--- src/rtl/sim_pkg.sv ---
// Shared types and constants for the simulation controller.
// Holds the controller FSM encoding, the test-exit status encoding,
// the default mailbox address and the mailbox-hit decode.
package sim_pkg;

    // Test-exit status reported to the harness.
    typedef enum logic [2:0] {
        NONE    = 3'd0,
        PASS    = 3'd1,
        FAIL    = 3'd2,
        TIMEOUT = 3'd3,
        HALT    = 3'd4
    } status_t;

    // Controller phases: hold core in reset, let it run, let stores settle, park.
    typedef enum logic [1:0] {
        RESET_HOLD = 2'd0,
        RUN        = 2'd1,
        DRAIN      = 2'd2,
        DONE       = 2'd3
    } sim_state_t;

    // Word address of the test-exit mailbox unless overridden.
    localparam logic [31:0] TOHOST_ADDR_DEFAULT = 32'h0000_1000;

    // A mailbox hit needs a full-word store; partial stores never end a test.
    function automatic logic is_tohost_hit(
        input logic        write,
        input logic [31:0] daddr,
        input logic [3:0]  byte_en,
        input logic [31:0] tohost
    );
        return write && (daddr == tohost) && (byte_en == 4'hF);
    endfunction

endpackage

--- src/rtl/sim_ctrl_if.sv ---
// Snoop view of the core's fetch and data-store buses.
// master: the core side driving the bus; slave: the observer (sim_ctrl).
// Pure observation, no handshake: the controller never stalls the core.
interface sim_ctrl_if;

    logic [31:0] iaddr;
    logic        write;
    logic [31:0] daddr;
    logic [3:0]  byte_en;
    logic [31:0] write_data;

    modport master (
        output iaddr,
        output write,
        output daddr,
        output byte_en,
        output write_data
    );

    modport slave (
        input iaddr,
        input write,
        input daddr,
        input byte_en,
        input write_data
    );

endinterface

--- src/rtl/pc_loop_det.sv ---
// Purpose: flag a core spinning on one fetch address for LOOP_CYCLES consecutive enabled cycles.
// Latency: halt is combinational in the cycle that completes the run; the run counter is registered.
// Backpressure: none; passive snoop of the fetch address.
module pc_loop_det #(
    parameter int unsigned LOOP_CYCLES = 16
) (
    input  logic        clk,
    input  logic        rst,
    input  logic        en,
    input  logic [31:0] iaddr,
    output logic        halt
);

    localparam logic [31:0] LOOP_LAST = 32'(LOOP_CYCLES - 1);

    logic [31:0] prev_iaddr;
    logic [31:0] loop_cnt;
    logic        same;

    // Last cycle's fetch address; sampled every cycle so the first enabled cycle compares against real history.
    always_ff @(posedge clk) begin
        prev_iaddr <= iaddr;
    end

    assign same = (iaddr == prev_iaddr);

    // Length of the current run of unchanged fetch addresses; any change or leaving RUN restarts it.
    always_ff @(posedge clk) begin
        if (rst || !en) begin
            loop_cnt <= '0;
        end else if (!same) begin
            loop_cnt <= '0;
        end else if (loop_cnt != 32'hFFFF_FFFF) begin
            loop_cnt <= loop_cnt + 32'd1;
        end
    end

    // Fires on the cycle whose compare would bring the run to LOOP_CYCLES; a zero length disables it.
    always_comb begin
        halt = (LOOP_CYCLES != 0) && en && same && (loop_cnt == LOOP_LAST);
    end

endmodule

--- src/rtl/sim_ctrl.sv ---
// Purpose: sequence core reset, watch for test end (mailbox, loop, timeout), then request a dump.
// Latency: end event latched on the detecting edge; dump_req pulses DRAIN_CYCLES cycles later.
// Backpressure: none; the core bus is only snooped, never stalled.
module sim_ctrl
    import sim_pkg::*;
#(
    parameter int unsigned RESET_CYCLES   = 5,
    parameter int unsigned TIMEOUT_CYCLES = 100,
    parameter logic [31:0] TOHOST_ADDR    = TOHOST_ADDR_DEFAULT,
    parameter logic [31:0] PC_START       = 32'h0000_0000,
    parameter int unsigned LOOP_CYCLES    = 16,
    parameter int unsigned DRAIN_CYCLES   = 2
) (
    input  logic        clk,
    input  logic        rst,
    sim_ctrl_if.slave   core,
    output logic        core_rst,
    output logic [31:0] pc_start,
    output logic [31:0] cycle_count,
    output status_t     status,
    output logic [30:0] exit_code,
    output logic        dump_req,
    output logic        done
);

    localparam logic [31:0] RESET_LAST   = 32'(RESET_CYCLES - 1);
    localparam logic [31:0] TIMEOUT_LAST = 32'(TIMEOUT_CYCLES - 1);
    localparam logic [31:0] DRAIN_LAST   = 32'(DRAIN_CYCLES - 1);

    sim_state_t  state;
    sim_state_t  state_nxt;
    logic [31:0] hold_cnt;
    logic [31:0] drain_cnt;
    logic        tohost_hit;
    logic        loop_halt;
    logic        timeout_hit;
    logic        end_evt;
    status_t     end_status;

    assign pc_start = PC_START;

    assign tohost_hit = is_tohost_hit(core.write, core.daddr, core.byte_en, TOHOST_ADDR);

    // Timeout fires in the RUN cycle that brings cycle_count up to TIMEOUT_CYCLES.
    assign timeout_hit = (TIMEOUT_CYCLES != 0) && (cycle_count == TIMEOUT_LAST);

    pc_loop_det #(
        .LOOP_CYCLES (LOOP_CYCLES)
    ) u_loop_det (
        .clk   (clk),
        .rst   (rst),
        .en    (state == RUN),
        .iaddr (core.iaddr),
        .halt  (loop_halt)
    );

    // Phase register; reset always returns to holding the core in reset.
    always_ff @(posedge clk) begin
        if (rst) begin
            state <= RESET_HOLD;
        end else begin
            state <= state_nxt;
        end
    end

    // Next phase, end-event arbitration (mailbox > loop > timeout) and per-phase core controls.
    always_comb begin
        state_nxt  = state;
        end_evt    = 1'b0;
        end_status = NONE;
        core_rst   = 1'b1;
        done       = 1'b0;
        case (state)
            RESET_HOLD: begin
                core_rst = 1'b1;
                if (!rst && ((RESET_CYCLES == 0) || (hold_cnt == RESET_LAST))) begin
                    state_nxt = RUN;
                end
            end
            RUN: begin
                core_rst = 1'b0;
                if (tohost_hit) begin
                    end_evt    = 1'b1;
                    end_status = (core.write_data == 32'd1) ? PASS : FAIL;
                end else if (loop_halt) begin
                    end_evt    = 1'b1;
                    end_status = HALT;
                end else if (timeout_hit) begin
                    end_evt    = 1'b1;
                    end_status = TIMEOUT;
                end
                if (end_evt) begin
                    state_nxt = (DRAIN_CYCLES == 0) ? DONE : DRAIN;
                end
            end
            DRAIN: begin
                // Core keeps running so stores already issued can land before the dump.
                core_rst = 1'b0;
                if (drain_cnt == DRAIN_LAST) begin
                    state_nxt = DONE;
                end
            end
            DONE: begin
                core_rst = 1'b1;
                done     = 1'b1;
            end
            default: begin
                state_nxt = RESET_HOLD;
            end
        endcase
    end

    // Phase counters, run-cycle count, latched result and the one-shot dump request.
    always_ff @(posedge clk) begin
        if (rst) begin
            hold_cnt    <= '0;
            drain_cnt   <= '0;
            cycle_count <= '0;
            status      <= NONE;
            exit_code   <= '0;
            dump_req    <= 1'b0;
        end else begin
            hold_cnt  <= (state == RESET_HOLD) ? hold_cnt + 32'd1 : '0;
            drain_cnt <= (state == DRAIN) ? drain_cnt + 32'd1 : '0;
            if ((state == RUN) && (cycle_count != 32'hFFFF_FFFF)) begin
                cycle_count <= cycle_count + 32'd1;
            end
            // Only reachable from RUN, where status is still NONE, so the first result sticks.
            if (end_evt) begin
                status <= end_status;
                if (end_status == FAIL) begin
                    exit_code <= core.write_data[31:1];
                end
            end
            dump_req <= (state_nxt == DONE) && (state != DONE);
        end
    end

endmodule

--- src/flat_wrapper.sv ---
// flat-port wrapper written by rule: the top's interface ports become plain ports
module sim_ctrl_flat import sim_pkg::*;
#(
    parameter int unsigned RESET_CYCLES   = 5,
    parameter int unsigned TIMEOUT_CYCLES = 100,
    parameter logic [31:0] TOHOST_ADDR    = TOHOST_ADDR_DEFAULT,
    parameter logic [31:0] PC_START       = 32'h0000_0000,
    parameter int unsigned LOOP_CYCLES    = 16,
    parameter int unsigned DRAIN_CYCLES   = 2
)
  (clk, rst, core_rst, pc_start, cycle_count, status, exit_code, dump_req, done, core_iaddr, core_write, core_daddr, core_byte_en, core_write_data);
  sim_ctrl_if core_i ();
  input  logic clk;
  input  logic rst;
  output logic core_rst;
  output logic [31:0] pc_start;
  output logic [31:0] cycle_count;
  output status_t status;
  output logic [30:0] exit_code;
  output logic dump_req;
  output logic done;
  input wire logic [$bits(core_i.iaddr)-1:0] core_iaddr;
  input wire logic [$bits(core_i.write)-1:0] core_write;
  input wire logic [$bits(core_i.daddr)-1:0] core_daddr;
  input wire logic [$bits(core_i.byte_en)-1:0] core_byte_en;
  input wire logic [$bits(core_i.write_data)-1:0] core_write_data;
  assign core_i.iaddr = core_iaddr;
  assign core_i.write = core_write;
  assign core_i.daddr = core_daddr;
  assign core_i.byte_en = core_byte_en;
  assign core_i.write_data = core_write_data;
  sim_ctrl #(.RESET_CYCLES(RESET_CYCLES), .TIMEOUT_CYCLES(TIMEOUT_CYCLES), .TOHOST_ADDR(TOHOST_ADDR), .PC_START(PC_START), .LOOP_CYCLES(LOOP_CYCLES), .DRAIN_CYCLES(DRAIN_CYCLES)) u_core (.clk(clk), .rst(rst), .core(core_i), .core_rst(core_rst), .pc_start(pc_start), .cycle_count(cycle_count), .status(status), .exit_code(exit_code), .dump_req(dump_req), .done(done));
endmodule
--- config.mk ---
export PLATFORM = sky130hd
export DESIGN_NAME = sim_ctrl_flat
export DESIGN_NICKNAME = d
export VERILOG_FILES = /design/src/rtl/sim_pkg.sv /design/src/rtl/sim_ctrl_if.sv /design/src/rtl/pc_loop_det.sv /design/src/rtl/sim_ctrl.sv /design/src/flat_wrapper.sv
export SDC_FILE = /design/constraint.sdc
export NUM_CORES = 1
export LEC_CHECK = 0
export CAP_MARGIN = 20
export CORE_ASPECT_RATIO = 0.7
export CORE_UTILIZATION = 45
export CTS_BUF_LIST = sky130_fd_sc_hd__clkbuf_2 sky130_fd_sc_hd__clkbuf_4 sky130_fd_sc_hd__clkbuf_8
export DETAILED_ROUTE_END_ITERATION = 6
export GPL_TIMING_DRIVEN = 0
export PLACE_DENSITY = 0.74
export REMOVE_ABC_BUFFERS = 1
export SLEW_MARGIN = 0
export SYNTH_ARGS = -nofsm -noshare
export SYNTH_HDL_FRONTEND = slang
export SYNTH_SLANG_ARGS = --single-unit
--- constraint.sdc ---
create_clock -name clk -period 2.4 [get_ports clk]
set_input_delay 0.48 -clock clk [delete_from_list [all_inputs] [get_ports clk]]
set_output_delay 0.48 -clock clk [all_outputs]
set_load 0.05 [all_outputs]
Yosys cells after proc, flatten, opt, wreduce, memory -nomap -nowiden. Cells that the tools add are included.

Bits of input ports: 103. Register bits after elaboration: 197. Output and inout bits: 101.

Muxes and demuxes: 16. Add/subtract/negate cells: 4. Reduce and logical (&&, ||, !) cells: 17. Equal/unequal tests: 16. Bitwise gates (word level): 3.

Operators with widths (number): $add A32 B1 Y32 const B (4); $eq A32 B1 Y1 const B (2); $ne A32 B32 Y1 const B (2); $eq A32 B13 Y1 const B (1); $eq A32 B3 Y1 const B (1); $eq A32 B32 Y1 (1); $eq A32 B4 Y1 const B (1); $eq A32 B7 Y1 const B (1); $mux W2 (5); $reduce_or A2 Y1 (5); $mux W3 (3); $logic_and A1 B1 Y1 (7); $eq A2 B2 Y1 const B (3); $mux W1 (6); $pmux W2 S3 (1); $eq A4 B4 Y1 const B (1); $eq A3 B2 Y1 const B (1); $not A1 Y1 (3); $eq A2 B1 Y1 const B (1); $logic_not A1 Y1 (2); $logic_not A2 Y1 (1); $ne A2 B2 Y1 const B (1); $pmux W1 S2 (1); $reduce_and A2 Y1 (1); $logic_or A1 B1 Y1 (1).

Longest topological paths before layout.
Depth in word-level cells: 10. Mapped depth: 8. Gate-level depth less buffers: 8.

Hierarchy. Synthesis repeated with hierarchy kept, for this count alone.

Cell total of the unflattened synthesis: 1002. Area total of the unflattened synthesis: 8991.1 um2.

Modules (own cells, without submodules): sim_ctrl (cells an instance 724, sequential area each 2662.6 um2, instances 1, area each 6283.5 um2); pc_loop_det (cells an instance 278, sequential area each 1281.2 um2, instances 1, area each 2707.6 um2).

Least setup slack after synthesis. No wires, ideal clock.

Kind: register to register. From: register u_core.cycle_count[3]. To: register u_core.cycle_count[25]. Period minus slack after synthesis: 2497 ps. Arrival: 2369 ps. Cell stages (with the launch flop): 8. Library setup time: 128 ps. Slack: -97 ps. Required time: 2272 ps. Cell sequence: dfxtp_1 > and4_1 > nand4_1 > or3_1 > clkbuf_1 > nor4b_1 > xnor2_1 > nor2_1.

Cells in the longest elaborated chain, start to end: 2. Elaborated cells between the ends (all ways): 3. Those cells by class: add/sub (1); eq/ne (1); reduce/logical (1).

RTL lines: from (decl) (RTL line sim_ctrl.sv:19) `output logic [31:0] cycle_count,`; from (signal assigned) (RTL line sim_ctrl.sv:126) `cycle_count <= cycle_count + 32'd1;`; branches (longest 2 deep; another with $add A32 B1 Y32).

Parallel ways; which one is timed is not known. A chain may end at the register's enable or synchronous reset.

Worst setup path in the final report.
From: register u_core.u_loop_det.loop_cnt[14]. To: register u_core.state[1].

Cells in the longest elaborated chain, start to end: 7.

RTL lines: from (decl) (RTL line pc_loop_det.sv:17) `logic [31:0] loop_cnt;`; from (signal assigned) (RTL line pc_loop_det.sv:34) `loop_cnt <= loop_cnt + 32'd1;`; $eq A32 B4 Y1 (RTL line pc_loop_det.sv:40) `halt = (LOOP_CYCLES != 0) && en && same && (loop_cnt == LOOP_LAST);`; $logic_and A1 B1 Y1 (RTL line pc_loop_det.sv:40); $mux W1 (RTL line sim_ctrl.sv:85) `end else if (loop_halt) begin`; $mux W1 (RTL line sim_ctrl.sv:82) `if (tohost_hit) begin`; $mux W1 (RTL line sim_ctrl.sv:73) `case (state)`; $mux W2 (RTL line sim_ctrl.sv:92) `if (end_evt) begin`; $pmux W2 S3 (RTL line sim_ctrl.sv:73); to (signal assigned) (RTL line sim_ctrl.sv:62) `state <= state_nxt;`; to (decl) (RTL line sim_ctrl.sv:30) `sim_state_t state;`.

Every way passes these cells. The select of a mux whose other input is x is not followed.

==> reports/qor.txt <==
Clock-pin slew on the worst setup and hold paths -> 100 ps
Post-layout util -> 60.1%
CTS Buffer Depth -> 2
Mapped cell area -> 8930 um^2
Fin crit share -> 98.3%
DRT Wirelength -> 21.7 mm
Seq cells post-synth -> 197
Outcome -> completed
Critical Path End Type -> flop
Cell count after synthesis -> 1,004
Synth Area in Simple Gates -> 27.7%
Syn avg cell area -> 8.90 um^2
Finished Layout Cells -> 1,459
Clock sinks -> 197
Reg2reg path depth -> 6
Post-synthesis compound-gate area fraction -> 4.78%
Core ar. -> 19,200 um^2
Min-delay worst type -> primary input to flop
DR WL/cell -> 14.9 um
Clk_lat worst skew -> 470 ps
Placed insts -> 1,410
I/O pins -> 204
Startpoint types -> flop
Final hold violations -> 0
CP Data Arrival Time -> 2740 ps
CTS tree -> built
Post-Route Setup TNS -> 0 ps
DRT Pass-1 Iters -> 5
Filler Cells Inserted -> 1,689
CTS HTree Levels -> 4
Initial DRC Count -> 555
Antenna Cells -> 0
Post-route cell area -> 11,500 um^2
Number of global-route vias before repair -> 6,982
Die X -> 170 um
Yosys Warn Count -> 0
Cell Area, Placed -> 10,800 um^2
Die Height -> 120 um
Port bufs -> 171
GP Congestion -> 0.822
Worst R2R End -> u_core.state[1]
Combinational family with the most area after synthesis -> simple AND/OR/NAND/NOR gates
Number of setup violations in the final report -> 0
Min-Delay Startpoint -> rst
Max VDD drop -> 0.762 mV
RR Startpoint -> u_core.u_loop_det.loop_cnt[14]
Slew of the pin with the lowest slew margin -> 724 ps
P&R area growth vs syn -> 29.0%
FF+latch area -> 3950 um^2
ANT nets after route -> 0
Via/cell ratio -> 5.24
Primary FF master, synth -> dfxtp_1
Clock skew -> 13.5 ps
Crit Path Category -> flop to flop
Post-layout min period -> 2360 ps
RSZ-0062 raised after global routing -> true
Via count -> 7,649
Mux cell area share after synthesis -> 3.59%
XOR/XNOR Fraction of Synth Area -> 12.8%
Max Slew Vio Count -> 0
Synth Area in Adders -> 1.54%
Root Buffer -> clkbuf_8
Final Net Count -> 1,296
R2R Setup Slk -> 40 ps
Initial Utilization -> 46.6%
Cts bufs inserted -> 17
Multi-input logic area -> 4800 um^2
Setup crit start -> u_core.u_loop_det.loop_cnt[14]
Distinct cell type count after synthesis -> 54
DRC viols -> 0
Initial antenna violation count -> 0
Pwr dens -> 539 nW/um^2
Asr flop ratio synth -> 0%
WHS Path Cells -> 2
Most frequent cells in the layout -> dfxtp_1 (194), clkdlybuf4s50_1 (166), nor2_1 (158)
Post-synthesis sequential area ratio -> 44.1%
Global-route wire length before repair -> 35.2 mm
EDFF count, synth -> 0
CP Max Fanout -> 5
Fmax -> 0.424 GHz
Leading cell type in the layout, fill and taps excluded -> dfxtp_1
Die ar. -> 20,400 um^2
P_leak -> 3.89 nW
Largest net degree at the start of global routing -> 50
Placed wire-length estimate -> 15.6 mm
Max Cap Violations -> 0
Critical path data required time -> 2780 ps
Rows -> 42
Slew headroom -> 51.3%
Overall fraction of global-route tracks in use -> 21.6%
Tot Pwr -> 6.21 mW
Total gr overflow -> 0
Share of cells above drive strength 1 -> 8.12%
Hold endpoint -> u_core.cycle_count[28]
-- stage by stage --
stage / hold WS, ps / setup WS (ps)
2_1_floorplan: 426 / -484
3_3_place_gp: 442 / -2540
3_5_place_dp: 445 / -737
4_1_cts: 424 / 2.11
5_1_grt: 437 / -43.1
6_report: 454 / 40.3
-- power breakdown --
part | total (mW) | switching, mW | internal, mW
logic | 0.555 | 0.311 | 0.243
registers | 3.34 | 0.0285 | 3.31
clock network | 2.32 | 1.21 | 1.11
total | 6.21 | 1.55 | 4.66
-- synthesized netlist by cell type, types with 17 or more instances --
| cell | number | area share [%] |
|---|---|---|
| dfxtp_1 | 197 | 44 |
| nor2_1 | 158 | 6.6 |
| xnor2_1 | 67 | 6.6 |
| xor2_1 | 64 | 6.3 |
| nor4_1 | 53 | 3.7 |
| nand3_1 | 47 | 2.6 |
| nand4_1 | 46 | 3.2 |
| nand2_1 | 42 | 1.8 |
| nor3_1 | 35 | 2.0 |
| a21oi_1 | 32 | 1.8 |
| buf_4 | 32 | 2.7 |
| mux2i_1 | 32 | 3.6 |
| clkbuf_1 | 29 | 1.2 |
| inv_1 | 23 | 0.97 |
| o21ai_0 | 17 | 0.95 |
-- state kept, by name (all words and copies together), names as in the netlist --
register                      flops
u_core.hold_cnt                  32
u_core.drain_cnt                 32
u_core.status                     3
u_core.u_loop_det.loop_cnt       32
u_core.u_loop_det.prev_iaddr     32
u_core.exit_code                 31
u_core.dump_req                   1
u_core.cycle_count               32
u_core.state                      2
-- kinds of logic (layout without fill, tap and decap cells) --
group | Yosys count | after routing
AOI/OAI and AO/OA | 70 | 70
xor gates and xnor gates | 131 | 131
adders and majority gates | 11 | 11
buffers and inverters | 90 | 249
DFF | 197 | 197
muxes | 32 | 32
other | 1 | 32
and+or+nand+nor | 472 | 473
-- area by class of cell --
cell class | instances | share of cell area [%]
clock buffer | 20 | 2.28
clock inverter | 12 | 1.46
inverter | 23 | 0.749
multi-input combinational | 749 | 41.6
sequential | 197 | 34.3
tap | 264 | 2.87
timing repair buffer | 194 | 16.7
-- worst max-delay path, cell delays in order (launching register included) --
cell and delay [ps]:
dfxtp_4 370, or4_4 550, nor4_4 140, nand4_1 170, or4_4 610, a21bo_4 240, a221oi_2 190
-- per-layer routing --
metal | share of wire, % | global-route usage, %
met1 | 49 | 31.6
met2 | 44 | 30.9
met3 | 5.5 | 5.80
met4 | 1.1 | 5.86
met5 | 0 | 0
-- how the worst max path moves through the flow --
stage	to	slack [ps]	cells past startpoint
6_report	u_core.state[1]	40	6
5_1_grt	u_core.u_loop_det.loop_cnt[29]	-40	7
4_1_cts	u_core.dump_req	2	7
3_5_place_dp	u_core.u_loop_det.loop_cnt[21]	-740	8
3_3_place_gp	u_core.u_loop_det.loop_cnt[12]	-2540	4
2_1_floorplan	u_core.u_loop_det.loop_cnt[12]	-480	7
-- repair_timing --
item / in CTS / in global routing
gates resized for setup: 18 / 24
cloned: 1 / 0
pin swaps: 4 / 7
hold buffers: 0 / 0
endpoints found under the setup margin: 47 / 42
setup buffers: 9 / 7
Note: power is estimated with default switching activity, not from simulation.
